===== src/rtl/fpga_receiver_if.sv =====
// rtl/fpga_receiver_if.sv - peer/consumer signal bundle for the serial frame receiver
interface fpga_receiver_if;
   logic       request;
   logic       serialIn;
   logic       finishIn;
   logic       readAck;
   logic       clearError;
   logic       acknowledge;
   logic [7:0] dataOut;
   logic       dataValid;
   logic       frameError;
   logic       busy;

   modport master (
      output request, serialIn, finishIn, readAck, clearError,
      input  acknowledge, dataOut, dataValid, frameError, busy
   );

   modport slave (
      input  request, serialIn, finishIn, readAck, clearError,
      output acknowledge, dataOut, dataValid, frameError, busy
   );
endinterface


===== src/rtl/fpga_receiver.sv =====
// rtl/fpga_receiver.sv - LSB-first serial byte receiver with request/acknowledge framing
module fpga_receiver (
   input  logic           clock,
   input  logic           reset,
   fpga_receiver_if.slave bus
);

   typedef enum logic [1:0] {
      IDLE     = 2'd0,
      SHIFT    = 2'd1,
      WAIT_FIN = 2'd2,
      DONE     = 2'd3
   } state_t;

   state_t     state;
   logic [7:0] shift_reg;
   logic [2:0] bit_cnt;
   logic [3:0] wait_cnt;
   logic       ack_q;
   logic [7:0] data_q;
   logic       valid_q;
   logic       error_q;
   logic       busy_q;

   assign bus.acknowledge = ack_q;
   assign bus.dataOut     = data_q;
   assign bus.dataValid   = valid_q;
   assign bus.frameError  = error_q;
   assign bus.busy        = busy_q;

   always_ff @(posedge clock or posedge reset) begin
      if (reset) begin
         state     <= IDLE;
         shift_reg <= 8'h00;
         bit_cnt   <= 3'd0;
         wait_cnt  <= 4'd0;
         ack_q     <= 1'b0;
         data_q    <= 8'h00;
         valid_q   <= 1'b0;
         error_q   <= 1'b0;
         busy_q    <= 1'b0;
      end else begin
         // Clears come first so an error raised later in this block overrides them
         if (bus.clearError) error_q <= 1'b0;
         if (bus.readAck)    valid_q <= 1'b0;

         case (state)
            IDLE: begin
               if (bus.request && !valid_q) begin
                  state   <= SHIFT;
                  ack_q   <= 1'b1;
                  busy_q  <= 1'b1;
                  bit_cnt <= 3'd0;
               end
            end

            SHIFT: begin
               if (!bus.request) begin
                  state   <= IDLE;
                  ack_q   <= 1'b0;
                  busy_q  <= 1'b0;
                  error_q <= 1'b1;
               end else if (bus.finishIn) begin
                  state   <= DONE;
                  ack_q   <= 1'b0;
                  error_q <= 1'b1;
               end else begin
                  shift_reg <= {bus.serialIn, shift_reg[7:1]};
                  bit_cnt   <= bit_cnt + 3'd1;
                  if (bit_cnt == 3'd7) begin
                     state    <= WAIT_FIN;
                     wait_cnt <= 4'd0;
                  end
               end
            end

            WAIT_FIN: begin
               if (!bus.request) begin
                  state   <= IDLE;
                  ack_q   <= 1'b0;
                  busy_q  <= 1'b0;
                  error_q <= 1'b1;
               end else if (bus.finishIn) begin
                  state   <= DONE;
                  ack_q   <= 1'b0;
                  data_q  <= shift_reg;
                  valid_q <= 1'b1;
               end else if (wait_cnt == 4'd15) begin
                  state   <= DONE;
                  ack_q   <= 1'b0;
                  error_q <= 1'b1;
               end else begin
                  wait_cnt <= wait_cnt + 4'd1;
               end
            end

            DONE: begin
               if (!bus.request) begin
                  state  <= IDLE;
                  busy_q <= 1'b0;
               end
            end

            default: begin
               state  <= IDLE;
               ack_q  <= 1'b0;
               busy_q <= 1'b0;
            end
         endcase
      end
   end

endmodule


===== src/flat_wrapper.sv =====
// flat-port wrapper written by rule: the top's interface ports become plain ports
module fpga_receiver_flat 
  (clock, reset, bus_request, bus_serialIn, bus_finishIn, bus_readAck, bus_clearError, bus_acknowledge, bus_dataOut, bus_dataValid, bus_frameError, bus_busy);
  fpga_receiver_if bus_i ();
  input  logic clock;
  input  logic reset;
  input wire logic [$bits(bus_i.request)-1:0] bus_request;
  input wire logic [$bits(bus_i.serialIn)-1:0] bus_serialIn;
  input wire logic [$bits(bus_i.finishIn)-1:0] bus_finishIn;
  input wire logic [$bits(bus_i.readAck)-1:0] bus_readAck;
  input wire logic [$bits(bus_i.clearError)-1:0] bus_clearError;
  output wire logic [$bits(bus_i.acknowledge)-1:0] bus_acknowledge;
  output wire logic [$bits(bus_i.dataOut)-1:0] bus_dataOut;
  output wire logic [$bits(bus_i.dataValid)-1:0] bus_dataValid;
  output wire logic [$bits(bus_i.frameError)-1:0] bus_frameError;
  output wire logic [$bits(bus_i.busy)-1:0] bus_busy;
  assign bus_i.request = bus_request;
  assign bus_i.serialIn = bus_serialIn;
  assign bus_i.finishIn = bus_finishIn;
  assign bus_i.readAck = bus_readAck;
  assign bus_i.clearError = bus_clearError;
  assign bus_acknowledge = bus_i.acknowledge;
  assign bus_dataOut = bus_i.dataOut;
  assign bus_dataValid = bus_i.dataValid;
  assign bus_frameError = bus_i.frameError;
  assign bus_busy = bus_i.busy;
  fpga_receiver u_core (.clock(clock), .reset(reset), .bus(bus_i));
endmodule

===== config.mk =====
export PLATFORM = sky130hd
export DESIGN_NAME = fpga_receiver_flat
export DESIGN_NICKNAME = d
export VERILOG_FILES = /design/src/rtl/fpga_receiver_if.sv /design/src/rtl/fpga_receiver.sv /design/src/flat_wrapper.sv
export SDC_FILE = /design/constraint.sdc
export NUM_CORES = 1
export LEC_CHECK = 0
export CAP_MARGIN = 30
export CORE_AREA = 5 5 96 62
export CTS_CLUSTER_DIAMETER = 40
export DETAILED_ROUTE_END_ITERATION = 7
export DIE_AREA = 0 0 101 67
export HOLD_SLACK_MARGIN = 0.12
export SYNTH_ARGS = -nofsm -noshare
export SYNTH_HDL_FRONTEND = slang
export SYNTH_SLANG_ARGS = --single-unit

===== constraint.sdc =====
create_clock -name clock -period 3.9 [get_ports clock]
set_input_delay 0.78 -clock clock [delete_from_list [all_inputs] [get_ports clock]]
set_output_delay 0.78 -clock clock [all_outputs]
set_load 0.02 [all_outputs]

==> impl_results.md <==
* Core box area at ~5000 µm²
* PD cells at approximately 700 nW/µm²
* CP max FO at 12
* Met3 global-route usage at 0.0324
* Via count at between 900 and 1000
* Worst Tran Pin Value at roughly 0.57 ns
* Via-to-Cell Ratio at 4.54
* Max Buffers Root-to-Sink at 2
* Sw power at between 400 and 500 µW
* Worst Path Required at slightly above 4 ns
* Sink Count at 29
* Initial DRC Count at 34
* Clock Skew at between 0.006 and 0.007 ns
* Share of cells above drive strength 1 at 0.239
* Largest stage delay, worst path at ~0.71 ns
* Most frequent cell after synthesis: dfrtp_1
* Cell Rows at 20
* Number of buffers created by CTS at 5
* Post-CTS Hold Buffers at 0
* Slew Limit Headroom at 0.618
* Number of global-route vias before repair at approximately 970
* Power share of the sequential group at 0.367
* Port bufs at 18
* Place WS at ~1.3 ns
* Avg Inst Size Synth at 12.4 µm²
* Tcrit/Tclk final at 0.596
* Cts repair resizes at 0
* Initial antenna violation count at 0
* Fin Hold WS at a little under 0.5 ns
* Worst-path cell chain: clkdlybuf4s50_1, nand3b_1, a21oi_1, mux2_2
* Mapped Cells at roughly 120
* Pint at roughly 870 µW
* Final TNS setup at 0 ns
* Status: finished clean
* Global-route track usage on met2 at 0.134
* Max-slew violations at 0
* Diodes inserted at 0
* Fin nets at between 150 and 200
* Peak VDD IR at about 230 µV
* DIE AREA at 6770 µm²
* Fmax at 430 MHz
* Dominant synthesized flop cell: dfrtp_1
* Switching Fraction at 0.328
* Crit Path Class: in2reg
* Synth cell count leaders: dfrtp_1 (29), mux2_2 (18), a21oi_1 (8), inv_1 (8)
* Async SR Flop Fraction at 1.00
* Post-CTS Setup Bufs at 0
* Post-synth EDFFs at 0
* Synthesized net count at about 130
* RePlAce Congestion at 0.744
* Drt pass-1 iters at 4
* Worst setup SP type: input pin
* WL per Instance at between 10 and 15 µm
* GRT overflow at 0
* Detailed Place HPWL at around 2000 µm
* RSZ-0062 raised after global routing: no
* R2R Setup Slk at between 1.5 and 2 ns
* Comb pwr share at 0.390
* Max Cap Viol at 0
* Area contributors post-synth: dfrtp_1 (51%), mux2_2 (14%), ha_1 (6.1%), a21oi_1 (2.8%), o21ai_0 (2.5%)
* Root buffer cell: clkbuf_8
* Yosys top cell area share at 0.508
* Clk_lat worst skew at ~0.27 ns
* Die Ht at around 67 µm
* DRC at 0
* Reg clk slew, reported paths at roughly 0.06 ns
* Top-level port count at 19
* Starting density of the core at 0.290
* Crit path DAT at 2.54 ns
* Setup-failing EPs final at 0
* H-tree levels at 2
* Largest net degree at the start of global routing at 25
* Fin worst setup slack at roughly 1.6 ns
* CTS tree: yes
* Seq cells post-synth at 29
* Area leader, netlist: dfrtp_1
* Yosys warns at 0
* Busiest grt layer: met2
* CP max stage cell: clkdlybuf4s50_1
* Synth Cell Area at approximately 1400 µm²
* Hold Fails Final Rpt at 0
* Crit. End Element: flip-flop
* Tmin final at 2.33 ns
* Met1 Use GR at 0.118
* Routed wire length at roughly 2600 µm
* Sequential cell area fraction in the yosys report at 0.508
* First-pass GRT wire length at about 4600 µm
* Hold Path Class: reg2reg
* GRT Util Overall at 0.0889
* Clock Power Share at 0.243
* Die X at between 100 and 150 µm
* Routed Antenna Nets at 0
* Leakage power at 0.802 nW
* Unique masters post-synth at 34
* Area growth syn-to-layout at 26.0%
## layout make-up
class	count	area (µm²)
Multi-Input combinational cell	74	637
Inverter	8	30.0
Tap cell	66	82.6
Clock buffer	7	86.3
Timing Repair Buffer	19	208
Clock inverter	1	30.0
Fill cell	476	3130
Sequential cell	29	726
## critical path: cells and delay by family
family,cells,cell delay (ns)
and+or+nand+nor,1,0.50
buffers and inverters,1,0.71
AOI/OAI and AO/OA,1,0.35
muxes,1,0.19
## routing by layer
| layer | vias up | share of wire |
|---|---|---|
| li1 | 459 | - |
| met1 | 443 | 0.50 |
| met2 | 21 | 0.43 |
| met3 | 4 | 0.049 |
| met4 | 0 | 0.018 |
| met5 | - | 0 |
## path summary, 6_finish.rpt
check / depth (start not counted) / startpoint / to
worst max-delay path: 4 / bus_request / u_core.bit_cnt[0]$_DFFE_PP0P_
worst min-delay path: 1 / u_core.shift_reg[0]$_DFFE_PP0P_ / u_core.bus.dataOut[0]$_DFFE_PP0P_
worst max register to register: 5 / u_core.state[1]$_DFFE_PP0P_ / u_core.bit_cnt[0]$_DFFE_PP0P_
worst min register to register: 1 / u_core.shift_reg[0]$_DFFE_PP0P_ / u_core.bus.dataOut[0]$_DFFE_PP0P_
max in group asynchronous: 3 / reset / u_core.shift_reg[2]$_DFFE_PP0P_
min in group asynchronous: 2 / reset / u_core.bus.busy$_DFFE_PP0P_
## cells in the final DEF (no fill, tap or decap), types with 2 or more instances in the layout
cell type	n
clkbuf_8	6
dfrtp_1	29
o21ai_0	7
nor2b_1	2
mux2_2	18
nand3_1	2
nand2b_1	3
clkdlybuf4s50_1	18
a21oi_1	8
inv_1	8
nand2_1	6
ha_1	7
## per-stage QoR
stage          instances  area, µm²  utilization  power [mW]
6_report             204       1800        0.365        1.30
5_1_grt              204       1800        0.365        1.39
3_5_place_dp         196       1680        0.341       0.991
3_3_place_gp         195       1660        0.336       0.969
4_1_cts              204       1800        0.365        1.32
2_1_floorplan        115       1430            -       0.833
## power by group through the flow
stage,clock network (mW),logic (mW),registers (mW)
after floorplan,0,0.313,0.521
after global placement,0,0.490,0.479
after detailed placement,0,0.507,0.484
after CTS,0.327,0.510,0.479
after global routing,0.340,0.556,0.493
final,0.316,0.505,0.476
## cells by family after synthesis
family          Yosys count  synth area share
compound gates           25             0.124
flops                    29             0.508
fa+ha+maj                 7            0.0613
buf+inv                  12            0.0456
simple gates             22             0.103
mux                      20             0.159
(Power assumes the default switching activity.)
